**config.mk**
```make
export PLATFORM = sky130hd
export DESIGN_NAME = id_ex_stage_flat
export DESIGN_NICKNAME = d
export VERILOG_FILES = /design/src/rtl/common_params.sv /design/src/rtl/id_ex_stage_if.sv /design/src/rtl/fwd_mux.sv /design/src/rtl/id_ex_stage.sv /design/src/flat_wrapper.sv
export SDC_FILE = /design/constraint.sdc
export NUM_CORES = 1
export LEC_CHECK = 0
export ABC_CLOCK_PERIOD_IN_PS = 3530
export BUFFER_PORTS_ARGS = -buffer_cell sky130_fd_sc_hd__buf_2
export CAP_MARGIN = 20
export CORE_AREA = 2 2 146 148
export CTS_BUF_LIST = sky130_fd_sc_hd__clkbuf_16
export CTS_CLUSTER_DIAMETER = 40
export DETAILED_ROUTE_END_ITERATION = 10
export DIE_AREA = 0 0 148 150
export PLACE_DENSITY = 0.91
export SETUP_SLACK_MARGIN = 0.4
export SLEW_MARGIN = 0
export SYNTH_ARGS = -nofsm -noshare
export SYNTH_HDL_FRONTEND = slang
export SYNTH_SLANG_ARGS = --single-unit
```
**constraint.sdc**
```tcl
create_clock -name clk -period 3.53 [get_ports clk]
set_input_delay 0.706 -clock clk [delete_from_list [all_inputs] [get_ports clk]]
set_output_delay 0.706 -clock clk [all_outputs]
set_load 0.03 [all_outputs]
```
**src/rtl/common_params.sv**
```systemverilog
// common_params: shared datapath width, register index width, ALU op encoding and bubble op
package common_params;
  localparam int BITS = 32;
  localparam int REG_IDX_W = 5;
  typedef enum logic [3:0] {ADD, SUB, SLL, SLT, SLTU, XOR, SRL, SRA, OR, AND} alu_t;
  localparam alu_t BUBBLE_ALU_OP = ADD;
endpackage

```
**src/rtl/id_ex_stage_if.sv**
```systemverilog
// id_ex_stage_if: ID/EX bundle; master drives decode/stall/flush/MEM/WB, slave drives ALU operands and EX control
interface id_ex_stage_if;
  import common_params::*;
  logic STALL, FLUSH, ID_VALID, ID_USES_RS1, ID_USES_RS2, ID_USE_IMM, ID_USE_PC, ID_RD_WE, ID_MEM_RD;
  logic [BITS-1:0] ID_PC, ID_RS1_DATA, ID_RS2_DATA, ID_IMM;
  logic [REG_IDX_W-1:0] ID_RS1, ID_RS2, ID_RD;
  alu_t ID_ALU_OP;
  logic [REG_IDX_W-1:0] MEM_RD, WB_RD;
  logic MEM_RD_WE, WB_RD_WE;
  logic [BITS-1:0] MEM_FWD_DATA, WB_DATA;
  logic LOAD_USE_STALL, EX_VALID, EX_RD_WE, EX_MEM_RD;
  logic [BITS-1:0] A_in, B_in, EX_PC, EX_STORE_DATA;
  logic [4:0] SHAMT;
  alu_t ALU_OP;
  logic [REG_IDX_W-1:0] EX_RD;
  modport master (
    output STALL, FLUSH, ID_VALID, ID_PC, ID_RS1_DATA, ID_RS2_DATA, ID_RS1, ID_RS2, ID_RD,
           ID_USES_RS1, ID_USES_RS2, ID_IMM, ID_USE_IMM, ID_USE_PC, ID_ALU_OP, ID_RD_WE, ID_MEM_RD,
           MEM_RD, MEM_RD_WE, MEM_FWD_DATA, WB_RD, WB_RD_WE, WB_DATA,
    input  LOAD_USE_STALL, A_in, B_in, SHAMT, ALU_OP, EX_VALID, EX_RD_WE, EX_MEM_RD, EX_RD, EX_PC, EX_STORE_DATA
  );
  modport slave (
    input  STALL, FLUSH, ID_VALID, ID_PC, ID_RS1_DATA, ID_RS2_DATA, ID_RS1, ID_RS2, ID_RD,
           ID_USES_RS1, ID_USES_RS2, ID_IMM, ID_USE_IMM, ID_USE_PC, ID_ALU_OP, ID_RD_WE, ID_MEM_RD,
           MEM_RD, MEM_RD_WE, MEM_FWD_DATA, WB_RD, WB_RD_WE, WB_DATA,
    output LOAD_USE_STALL, A_in, B_in, SHAMT, ALU_OP, EX_VALID, EX_RD_WE, EX_MEM_RD, EX_RD, EX_PC, EX_STORE_DATA
  );
endinterface

```
**src/rtl/fwd_mux.sv**
```systemverilog
// fwd_mux: operand select (x0 -> 0, then MEM, then WB, then registered data); idx/reg_data in, val out
module fwd_mux
  import common_params::*;
(
  input  logic [REG_IDX_W-1:0] idx,
  input  logic [BITS-1:0]      reg_data,
  input  logic [REG_IDX_W-1:0] mem_rd,
  input  logic                 mem_rd_we,
  input  logic [BITS-1:0]      mem_data,
  input  logic [REG_IDX_W-1:0] wb_rd,
  input  logic                 wb_rd_we,
  input  logic [BITS-1:0]      wb_data,
  output logic [BITS-1:0]      val
);
  assign val = idx == '0 ? '0 :
               (mem_rd_we && mem_rd == idx) ? mem_data :
               (wb_rd_we && wb_rd == idx) ? wb_data : reg_data;
endmodule

```
**src/rtl/id_ex_stage.sv**
```systemverilog
// id_ex_stage: ID/EX register with load-use bubbles, stall/flush and MEM/WB forwarding; clk/rst plus id_ex_stage_if slave bus
module id_ex_stage
  import common_params::*;
(
  input logic         clk,
  input logic         rst,
  id_ex_stage_if.slave bus
);
  logic valid_q, rd_we_q, mem_rd_q, use_imm_q, use_pc_q;
  logic [REG_IDX_W-1:0] rs1_q, rs2_q, rd_q;
  logic [BITS-1:0] pc_q, imm_q, rs1_d, rs2_d, rs1f, rs2f;
  alu_t op_q;
  logic lus, wb_ok;
  assign wb_ok = bus.WB_RD_WE && bus.WB_RD != '0;
  assign lus = bus.ID_VALID && valid_q && mem_rd_q && rd_q != '0 &&
               ((bus.ID_USES_RS1 && bus.ID_RS1 == rd_q) || (bus.ID_USES_RS2 && bus.ID_RS2 == rd_q));
  always_ff @(posedge clk) begin
    if (rst) begin
      valid_q   <= 1'b0;
      rd_we_q   <= 1'b0;
      mem_rd_q  <= 1'b0;
      use_imm_q <= 1'b0;
      use_pc_q  <= 1'b0;
      rs1_q     <= '0;
      rs2_q     <= '0;
      rd_q      <= '0;
      pc_q      <= '0;
      imm_q     <= '0;
      rs1_d     <= '0;
      rs2_d     <= '0;
      op_q      <= BUBBLE_ALU_OP;
    end else if (bus.FLUSH || (!bus.STALL && (lus || !bus.ID_VALID))) begin
      valid_q  <= 1'b0;
      rd_we_q  <= 1'b0;
      mem_rd_q <= 1'b0;
      rd_q     <= '0;
      op_q     <= BUBBLE_ALU_OP;
    end else if (bus.STALL) begin
      rs1_d <= (wb_ok && bus.WB_RD == rs1_q) ? bus.WB_DATA : rs1_d;
      rs2_d <= (wb_ok && bus.WB_RD == rs2_q) ? bus.WB_DATA : rs2_d;
    end else begin
      valid_q   <= 1'b1;
      rd_we_q   <= bus.ID_RD_WE;
      mem_rd_q  <= bus.ID_MEM_RD;
      use_imm_q <= bus.ID_USE_IMM;
      use_pc_q  <= bus.ID_USE_PC;
      rs1_q     <= bus.ID_RS1;
      rs2_q     <= bus.ID_RS2;
      rd_q      <= bus.ID_RD;
      pc_q      <= bus.ID_PC;
      imm_q     <= bus.ID_IMM;
      op_q      <= bus.ID_ALU_OP;
      rs1_d     <= (wb_ok && bus.WB_RD == bus.ID_RS1) ? bus.WB_DATA : bus.ID_RS1_DATA;
      rs2_d     <= (wb_ok && bus.WB_RD == bus.ID_RS2) ? bus.WB_DATA : bus.ID_RS2_DATA;
    end
  end
  fwd_mux u_fwd1 (.idx(rs1_q), .reg_data(rs1_d), .mem_rd(bus.MEM_RD), .mem_rd_we(bus.MEM_RD_WE),
                  .mem_data(bus.MEM_FWD_DATA), .wb_rd(bus.WB_RD), .wb_rd_we(bus.WB_RD_WE),
                  .wb_data(bus.WB_DATA), .val(rs1f));
  fwd_mux u_fwd2 (.idx(rs2_q), .reg_data(rs2_d), .mem_rd(bus.MEM_RD), .mem_rd_we(bus.MEM_RD_WE),
                  .mem_data(bus.MEM_FWD_DATA), .wb_rd(bus.WB_RD), .wb_rd_we(bus.WB_RD_WE),
                  .wb_data(bus.WB_DATA), .val(rs2f));
  assign bus.LOAD_USE_STALL = lus;
  assign bus.A_in = use_pc_q ? pc_q : rs1f;
  assign bus.B_in = use_imm_q ? imm_q : rs2f;
  assign bus.SHAMT = bus.B_in[4:0];
  assign bus.ALU_OP = op_q;
  assign bus.EX_VALID = valid_q;
  assign bus.EX_RD_WE = rd_we_q;
  assign bus.EX_MEM_RD = mem_rd_q;
  assign bus.EX_RD = rd_q;
  assign bus.EX_PC = pc_q;
  assign bus.EX_STORE_DATA = rs2f;
endmodule
```
**src/flat_wrapper.sv**
```systemverilog
// flat-port wrapper written by rule: the top's interface ports become plain ports
module id_ex_stage_flat import common_params::*;
  (clk, rst, bus_STALL, bus_FLUSH, bus_ID_VALID, bus_ID_PC, bus_ID_RS1_DATA, bus_ID_RS2_DATA, bus_ID_RS1, bus_ID_RS2, bus_ID_RD, bus_ID_USES_RS1, bus_ID_USES_RS2, bus_ID_IMM, bus_ID_USE_IMM, bus_ID_USE_PC, bus_ID_ALU_OP, bus_ID_RD_WE, bus_ID_MEM_RD, bus_MEM_RD, bus_MEM_RD_WE, bus_MEM_FWD_DATA, bus_WB_RD, bus_WB_RD_WE, bus_WB_DATA, bus_LOAD_USE_STALL, bus_A_in, bus_B_in, bus_SHAMT, bus_ALU_OP, bus_EX_VALID, bus_EX_RD_WE, bus_EX_MEM_RD, bus_EX_RD, bus_EX_PC, bus_EX_STORE_DATA);
  id_ex_stage_if bus_i ();
  input logic clk;
  input logic rst;
  input wire logic [$bits(bus_i.STALL)-1:0] bus_STALL;
  input wire logic [$bits(bus_i.FLUSH)-1:0] bus_FLUSH;
  input wire logic [$bits(bus_i.ID_VALID)-1:0] bus_ID_VALID;
  input wire logic [$bits(bus_i.ID_PC)-1:0] bus_ID_PC;
  input wire logic [$bits(bus_i.ID_RS1_DATA)-1:0] bus_ID_RS1_DATA;
  input wire logic [$bits(bus_i.ID_RS2_DATA)-1:0] bus_ID_RS2_DATA;
  input wire logic [$bits(bus_i.ID_RS1)-1:0] bus_ID_RS1;
  input wire logic [$bits(bus_i.ID_RS2)-1:0] bus_ID_RS2;
  input wire logic [$bits(bus_i.ID_RD)-1:0] bus_ID_RD;
  input wire logic [$bits(bus_i.ID_USES_RS1)-1:0] bus_ID_USES_RS1;
  input wire logic [$bits(bus_i.ID_USES_RS2)-1:0] bus_ID_USES_RS2;
  input wire logic [$bits(bus_i.ID_IMM)-1:0] bus_ID_IMM;
  input wire logic [$bits(bus_i.ID_USE_IMM)-1:0] bus_ID_USE_IMM;
  input wire logic [$bits(bus_i.ID_USE_PC)-1:0] bus_ID_USE_PC;
  input wire logic [$bits(bus_i.ID_ALU_OP)-1:0] bus_ID_ALU_OP;
  input wire logic [$bits(bus_i.ID_RD_WE)-1:0] bus_ID_RD_WE;
  input wire logic [$bits(bus_i.ID_MEM_RD)-1:0] bus_ID_MEM_RD;
  input wire logic [$bits(bus_i.MEM_RD)-1:0] bus_MEM_RD;
  input wire logic [$bits(bus_i.MEM_RD_WE)-1:0] bus_MEM_RD_WE;
  input wire logic [$bits(bus_i.MEM_FWD_DATA)-1:0] bus_MEM_FWD_DATA;
  input wire logic [$bits(bus_i.WB_RD)-1:0] bus_WB_RD;
  input wire logic [$bits(bus_i.WB_RD_WE)-1:0] bus_WB_RD_WE;
  input wire logic [$bits(bus_i.WB_DATA)-1:0] bus_WB_DATA;
  output wire logic [$bits(bus_i.LOAD_USE_STALL)-1:0] bus_LOAD_USE_STALL;
  output wire logic [$bits(bus_i.A_in)-1:0] bus_A_in;
  output wire logic [$bits(bus_i.B_in)-1:0] bus_B_in;
  output wire logic [$bits(bus_i.SHAMT)-1:0] bus_SHAMT;
  output wire logic [$bits(bus_i.ALU_OP)-1:0] bus_ALU_OP;
  output wire logic [$bits(bus_i.EX_VALID)-1:0] bus_EX_VALID;
  output wire logic [$bits(bus_i.EX_RD_WE)-1:0] bus_EX_RD_WE;
  output wire logic [$bits(bus_i.EX_MEM_RD)-1:0] bus_EX_MEM_RD;
  output wire logic [$bits(bus_i.EX_RD)-1:0] bus_EX_RD;
  output wire logic [$bits(bus_i.EX_PC)-1:0] bus_EX_PC;
  output wire logic [$bits(bus_i.EX_STORE_DATA)-1:0] bus_EX_STORE_DATA;
  assign bus_i.STALL = bus_STALL;
  assign bus_i.FLUSH = bus_FLUSH;
  assign bus_i.ID_VALID = bus_ID_VALID;
  assign bus_i.ID_PC = bus_ID_PC;
  assign bus_i.ID_RS1_DATA = bus_ID_RS1_DATA;
  assign bus_i.ID_RS2_DATA = bus_ID_RS2_DATA;
  assign bus_i.ID_RS1 = bus_ID_RS1;
  assign bus_i.ID_RS2 = bus_ID_RS2;
  assign bus_i.ID_RD = bus_ID_RD;
  assign bus_i.ID_USES_RS1 = bus_ID_USES_RS1;
  assign bus_i.ID_USES_RS2 = bus_ID_USES_RS2;
  assign bus_i.ID_IMM = bus_ID_IMM;
  assign bus_i.ID_USE_IMM = bus_ID_USE_IMM;
  assign bus_i.ID_USE_PC = bus_ID_USE_PC;
  assign bus_i.ID_ALU_OP = bus_ID_ALU_OP;
  assign bus_i.ID_RD_WE = bus_ID_RD_WE;
  assign bus_i.ID_MEM_RD = bus_ID_MEM_RD;
  assign bus_i.MEM_RD = bus_MEM_RD;
  assign bus_i.MEM_RD_WE = bus_MEM_RD_WE;
  assign bus_i.MEM_FWD_DATA = bus_MEM_FWD_DATA;
  assign bus_i.WB_RD = bus_WB_RD;
  assign bus_i.WB_RD_WE = bus_WB_RD_WE;
  assign bus_i.WB_DATA = bus_WB_DATA;
  assign bus_LOAD_USE_STALL = bus_i.LOAD_USE_STALL;
  assign bus_A_in = bus_i.A_in;
  assign bus_B_in = bus_i.B_in;
  assign bus_SHAMT = bus_i.SHAMT;
  assign bus_ALU_OP = bus_i.ALU_OP;
  assign bus_EX_VALID = bus_i.EX_VALID;
  assign bus_EX_RD_WE = bus_i.EX_RD_WE;
  assign bus_EX_MEM_RD = bus_i.EX_MEM_RD;
  assign bus_EX_RD = bus_i.EX_RD;
  assign bus_EX_PC = bus_i.EX_PC;
  assign bus_EX_STORE_DATA = bus_i.EX_STORE_DATA;
  id_ex_stage u_core (.clk(clk), .rst(rst), .bus(bus_i));
endmodule
```
==> flow_metrics.py, run 1 <==
metrics = {
    "worst_setup_path": {
        "cp.depth": 9,
        "r2r-end": "u_core.rs2_d[29]$_SDFFE_PP0P_",
        "slowest_delay_ns": 0.44,
        "r2r_slack_ns": 0.60,
        "path_class": "reg2out",
        "cpMaxStageDelayCell": "a211oi_1",
        "setup.worst_path.start_class": "register",
        "path_common_cell": "buf_4",
        "cp-end-kind": "output pin",
        "r2r_cells": 7,
        "startpoint": "u_core.rs2_q[1]$_SDFFE_PP0P_",
        "cp.arrival_ns": 2.67,
        "crit_chain": "buf_4, xnor2_2, nand4_1, or2_4, buf_16, a211oi_1, buf_4, o41ai_2, buf_4",
        "crit_required_ns": 2.82,
        "crit_family": "buffers and inverters",
        "path_buf_inv": 4,
        "worstSetupEndpoint": "bus_B_in[24]",
        "regToRegStartpoint": "u_core.rs2_q[1]$_SDFFE_PP0P_",
        "crit_fanout": 16,
    },
    "synthesis": {
        "postSynth.asyncResetShare_pct": 0,
        "yosys_warnings": 0,
        "avgSynthCellArea_um2": 8.644,
        "ys_seq_area_share_pct": 29.58,
        "syn-num-nets": 1424,
        "synth_flop_cell": "dfxtp_1",
        "synth_edf_count": 0,
        "netlist_area_um2": 10290,
        "ys_ff_latch": 152,
        "synth_cell_type_count": 43,
        "synthCells": 1190,
    },
    "timing": {
        "tns_ns": 0,
        "hold_viol_final": 0,
        "layout_min_cycle_time_ns": 3.380,
        "worstMarginPinSlew_ns": 1.100,
        "fmax_mhz": 295.8,
        "rsz0062_at_grt": "true",
        "slew-limit-headroom_pct": 26.40,
        "finalSetupViolCount": 0,
        "drv_slew": 0,
        "fin_skew_ns": 0.01285,
        "fin_crit_sh_pct": 95.76,
    },
    "finish": {
        "num-nets-final": 1784,
        "final_layout_size_suffix_gt1_share_pct": 50.67,
        "syn_to_final_growth_pct": 48.29,
        "final_cells": 1843,
        "postLayoutCellArea_um2": 15250,
        "fillers": 1369,
    },
    "cts": {
        "cts_sinks": 152,
        "cts_tree": "built",
        "clock_latency_ns": 0.43,
        "h-tree-depth": 4,
        "clk_pin_slew_worst_paths_ns": 0.07,
        "numCtsBuffers": 17,
        "cts_hold_buf": 0,
        "clock_path_buffers": 2,
        "root_buffer": "clkbuf_16",
    },
    "global_routing": {
        "grt_max_degree": 120,
        "grt_overflow": 0,
        "grt_use_total_pct": 35.22,
        "grt_pass1_wl_um": 61220,
        "grt_pass1_vias": 11340,
        "antenna_found_initial": 5,
    },
    "drt": {
        "vias_per_cell": 6.349,
        "dr_total_vias": 11700,
        "drc": 0,
        "wl_per_cell_um": 23.88,
        "drt-total-wl_um": 44000,
        "first_pass_iters": 6,
        "first_iter_violations": 1141,
        "ant_nets": 0,
    },
    "place": {
        "dpl_cell_area_um2": 13110,
        "hpwl_um": 28040,
        "place.gp.congestion": 0.8889,
        "dp.cells": 1771,
        "port_buffers": 379,
    },
    "run": {
        "maxCapViolations": 0,
    },
    "floorplanning": {
        "ios": 380,
        "start_util_pct": 49.72,
        "fp.dieH_um": 150,
        "die_w_um": 148,
        "core_area_um2": 20690,
        "rows": 53,
        "die_area_um2": 22200,
    },
    "run_status": {
        "status": "complete, no violations",
    },
    "worst_hold_path": {
        "hold_class": "reg2reg",
    },
    "power_and_ir_drop": {
        "p_per_area_nw_per_um2": 332.0,
        "ir_worst_vdd_v": 0.0003597,
        "leakage_nw": 6.285,
    },
}
worst min-delay path by stage:
stage | depth (start not counted) | startpoint | end
floorplan | 2 | u_core.imm_q[31]$_SDFFE_PP0P_ | u_core.imm_q[31]$_SDFFE_PP0P_
global placement | 2 | u_core.imm_q[24]$_SDFFE_PP0P_ | u_core.imm_q[24]$_SDFFE_PP0P_
detailed placement | 2 | u_core.imm_q[19]$_SDFFE_PP0P_ | u_core.imm_q[19]$_SDFFE_PP0P_
CTS | 2 | u_core.imm_q[19]$_SDFFE_PP0P_ | u_core.imm_q[19]$_SDFFE_PP0P_
global route | 2 | u_core.imm_q[4]$_SDFFE_PP0P_ | u_core.imm_q[4]$_SDFFE_PP0P_
finish | 2 | u_core.imm_q[19]$_SDFFE_PP0P_ | u_core.imm_q[19]$_SDFFE_PP0P_
state kept, by name, summed over array words and instances, names as in the netlist, 4 cells and up:
name,cells
u_core.rs2_q,5
u_core.bus.EX_PC,32
u_core.imm_q,32
u_core.rs1_q,5
u_core.rs1_d,32
u_core.bus.ALU_OP,4
u_core.rs2_d,32
u_core.bus.EX_RD,5
synth_stat cells (2+ instances only):
master     count  area, um^2
xnor2_1       20       175.2
inv_1         32       120.1
o31ai_1       32       240.2
buf_6          8       90.09
clkbuf_1      79       296.5
a221oi_2      60       900.9
o22a_4         2       35.03
nand4_1        4       25.02
nand2_1       66       247.7
o41ai_4        2       55.05
or4_1          3       22.52
a2111oi_0      2       17.52
nand2b_1     152       950.9
a2111oi_2      4       60.06
or2_1          2       12.51
and3_1         2       12.51
a211oi_1      64       480.5
buf_8          4       60.06
nor4_1         3       18.77
nor2_1       133       499.2
nor3_1        96       480.5
buf_4         12       90.09
o41ai_1       32       280.3
buf_2         24       120.1
mux2i_1      151        1511
nand3_1        2       10.01
o21ai_2        2       17.52
o21bai_1       3       22.52
a221oi_1       4       35.03
o211ai_2       2       25.02
a2111oi_1      6       60.06
dfxtp_1      152        3043
xor2_1        20       175.2
cells by family (layout without fill, tap and decap cells):
family / after synthesis / after routing / share of synthesized area, %
other: 0 / 5 / 0
muxes: 151 / 151 / 14.69
AOI/OAI and AO/OA: 218 / 218 / 22.05
xor gates and xnor gates: 40 / 40 / 3.406
buffers and inverters: 160 / 533 / 7.590
DFF: 152 / 152 / 29.58
and+or+nand+nor: 469 / 469 / 22.67
report_power, final:
group	switching, mW	internal, mW
Combinational	0.763	0.511
Clock	0.861	1.06
Sequential	0.0817	1.79
Total	1.71	3.36
metal layers:
metal	GRT usage, %	up-vias	wire, um
li1	-	5005	-
met1	40.84	5571	15740
met2	60.67	894	21430
met3	7.896	231	4382
met4	18.67	0	2455
met5	0	-	0
final cells by class:
| cell class | instances | area, um^2 | area share [%] |
|---|---|---|---|
| Timing Repair Buffer | 468 | 3214 | 21.07 |
| Clock inverter | 15 | 167.7 | 1.099 |
| Tap cell | 275 | 344.1 | 2.256 |
| Clock buffer | 17 | 425.4 | 2.789 |
| Inverter | 33 | 123.9 | 0.8121 |
| Multi-Input combinational cell | 878 | 7901 | 51.80 |
| Antenna cell | 5 | 12.51 | 0.08203 |
| Sequential cell | 152 | 3064 | 20.09 |
cell usage in the layout (no fill, tap or decap), drive strengths merged:
cell / Yosys / routed
a2111oi: 12 / 12
o22a: 2 / 2
or2: 2 / 2
nand2: 66 / 66
buf: 48 / 466
xor2: 20 / 20
xnor2: 20 / 20
o211ai: 2 / 2
nor2: 134 / 134
nand4: 4 / 4
o41ai: 34 / 34
mux2i: 151 / 151
a211oi: 64 / 64
inv: 33 / 39
diode: 0 / 5
nor3b: 1 / 1
nand3: 2 / 2
nor4: 4 / 4
a221oi: 64 / 64
a32oi: 1 / 1
dfxtp: 152 / 152
o2111ai: 1 / 1
clkinv: 0 / 1
nor3: 96 / 96
and3b: 1 / 1
bufinv: 0 / 2
and2: 1 / 1
o31ai: 32 / 32
o21a: 1 / 1
and3: 2 / 2
o21bai: 3 / 3
or4: 4 / 4
nand2b: 152 / 152
o21ai: 2 / 2
clkbuf: 79 / 19
clkinvlp: 0 / 6
through the flow:
stage | hold slack [ns] | total power, mW | setup WS [ns] | utilization (%)
2_1_floorplan | 0.4487 | 2.602 | 0.2510 | -
3_3_place_gp | 0.4594 | 2.974 | 0.06023 | 63.34
3_5_place_dp | 0.4675 | 3.003 | 0.1108 | 63.34
4_1_cts | 0.4796 | 4.942 | 0.2485 | 69.21
5_1_grt | 0.4972 | 5.209 | 0.08181 | 73.71
6_report | 0.4781 | 5.065 | 0.1496 | 73.72
worst register-to-register path, cell delays in order (launching register included):
cell and delay (ns):
dfxtp_4 0.36, buf_4 0.14, xnor2_2 0.13, nand4_1 0.15
buf_4 0.28, nor2_4 0.81, o22a_4 0.67, a221oi_1 0.23
what timing repair did:
item / 4_1_cts / 5_1_grt
cloned: 4 / 3
resized for setup: 109 / 205
buffers inserted: 9 / 19
pin swaps: 41 / 35
endpoints found under the setup margin: 98 / 101
No activity file was read; power rests on OpenSTA's default activity.
==> run 2: changes to the inputs <==
- CORE_AREA: 2 2 146 148 -> default
- CORE_UTILIZATION: default -> 26
- DIE_AREA: 0 0 148 150 -> default
- PLACE_DENSITY: 0.91 -> 0.58
==> flow_metrics.py, run 2 (same netlist as run 1, synthesis figures left out) <==
metrics = {
    "global_routing": {
        "grt_max_degree": 94,
        "grt_overflow": 0,
        "grtUsageMet2_pct": 39.52,
        "grt_use_total_pct": 22.70,
        "antenna_found_initial": 13,
        "use_met1_pct": 27.19,
        "grt_pass1_vias": 11520,
        "grt.busiest_layer": "met2",
        "gr-usage-met3_pct": 4.432,
        "grt_pass1_wl_um": 69870,
    },
    "cts": {
        "clock_latency_ns": 0.44,
        "cts_sinks": 152,
        "numCtsBuffers": 17,
        "cts_tree": "built",
        "cts_hold_buf": 0,
        "root_buffer": "clkbuf_16",
        "clk_pin_slew_worst_paths_ns": 0.06,
        "clock_path_buffers": 2,
        "h-tree-depth": 4,
    },
    "floorplanning": {
        "core_area_um2": 38830,
        "ios": 380,
        "start_util_pct": 26.49,
        "die_w_um": 200.9,
        "fp.dieH_um": 200.9,
        "rows": 72,
        "die_area_um2": 40360,
    },
    "timing": {
        "fmax_mhz": 303.5,
        "fin_skew_ns": 0.01324,
        "layout_min_cycle_time_ns": 3.295,
        "rsz0062_at_grt": "true",
        "hold_viol_final": 0,
        "drv_slew": 0,
        "setup_slack_ns": 0.2348,
        "finalSetupViolCount": 0,
        "worstMarginPinSlew_ns": 0.9646,
        "tns_ns": 0,
        "hold_ws_ns": 0.4758,
        "slew-limit-headroom_pct": 35.47,
        "fin_crit_sh_pct": 93.35,
    },
    "worst_setup_path": {
        "setup.worst_path.start_class": "register",
        "cp.arrival_ns": 2.59,
        "crit_required_ns": 2.82,
        "slowest_delay_ns": 0.35,
        "path_class": "reg2out",
        "cpMaxStageDelayCell": "dfxtp_4",
        "r2r_slack_ns": 0.66,
        "crit_family": "buffers and inverters",
        "crit_chain": "xor2_1, nor4_2, buf_4, and3_4, buf_12, buf_6, buf_6, a211oi_4, o41ai_2, buf_4",
        "path_buf_inv": 5,
        "cp-end-kind": "output pin",
        "crit_fanout": 8,
    },
    "drt": {
        "dr_total_vias": 10870,
        "first_iter_violations": 476,
        "ant_nets": 0,
        "wl_per_cell_um": 22.09,
        "first_pass_iters": 5,
        "vias_per_cell": 5.143,
        "drc": 0,
        "drt-total-wl_um": 46690,
    },
    "place": {
        "place.gp.congestion": 0.9152,
        "post-place-ws_ns": -0.02050,
        "hpwl_um": 31920,
        "dpl_cell_area_um2": 13590,
        "port_buffers": 379,
        "dp.cells": 2025,
    },
    "finish": {
        "final_core_util_pct": 42.60,
        "final_cells": 2114,
        "syn_to_final_growth_pct": 60.82,
        "fillers": 3787,
        "final_layout_size_suffix_gt1_share_pct": 52.20,
        "postLayoutCellArea_um2": 16540,
        "final_cell_mix": "buf_2 (276), nand2b_1 (152), mux2i_1 (151)",
        "num-nets-final": 1812,
        "mostFrequentLayoutCell": "buf_2",
    },
    "run": {
        "maxCapViolations": 0,
    },
    "power_and_ir_drop": {
        "p_per_area_nw_per_um2": 308.5,
        "power_mw": 5.103,
        "ir_worst_vdd_v": 0.0002816,
        "leakage_nw": 6.739,
    },
    "worst_hold_path": {
        "hold_class": "reg2reg",
    },
    "run_status": {
        "status": "complete, no violations",
    },
}
[run 2: changes by cell type in the layout (fill, tap and decap cells not counted), moves of 16 or more]
cell	change
a211oi_4	+29
buf_12	+16
buf_6	+21
a211oi_2	-20
nor3_2	+17
nor3_1	-17
[run 2: power by group]
part	switching (mW)	total [mW]	leakage, nW	internal, mW
clock	0.785	1.87	0.285	1.09
sequential	0.0811	1.87	1.25	1.79
combinational	0.785	1.36	5.21	0.574
total	1.65	5.10	6.74	3.45
[run 2: per-layer routing]
metal	vias up	share of wire (%)
met2	371	50
met3	100	5.4
met4	14	3.2
li1	5045	-
met1	5343	41
met5	-	0.19
[run 2: area by class of cell]
type / count / area, um^2 / share of cell area [%]
clock inverter: 14 / 145.1 / 0.8774
multi-input combinational: 878 / 8328 / 50.34
sequential: 152 / 3065 / 18.53
tap: 518 / 648.1 / 3.918
clock buffer: 17 / 425.4 / 2.572
antenna: 6 / 15.01 / 0.09076
timing repair buffer: 496 / 3791 / 22.92
inverter: 33 / 123.9 / 0.7488
[run 2: path summary, 6_finish.rpt]
kind,start,endpoint,cells past startpoint
max,u_core.rs2_q[1]$_SDFFE_PP0P_,bus_B_in[15],10
min,u_core.imm_q[25]$_SDFFE_PP0P_,u_core.imm_q[25]$_SDFFE_PP0P_,2
max reg2reg,u_core.rs2_q[1]$_SDFFE_PP0P_,u_core.rs2_d[29]$_SDFFE_PP0P_,8
min reg2reg,u_core.imm_q[25]$_SDFFE_PP0P_,u_core.imm_q[25]$_SDFFE_PP0P_,2
[run 2: worst register-to-register path, delay by kind of cell, from the launching register on]
family / cells / cell delay [ns]
AO/OA/AOI/OAI: 2 / 0.89
XOR/XNOR: 1 / 0.13
buffers and inverters: 3 / 0.45
flip-flops: 1 / 0.35
AND/OR/NAND/NOR: 2 / 0.88
[run 2: timing repair]
action,CTS,global route
endpoints found under the hold margin,0,0
buffers inserted,32,10
pin swaps,80,21
resized for setup,278,99
endpoints found under the setup margin,101,101
cloned,7,3
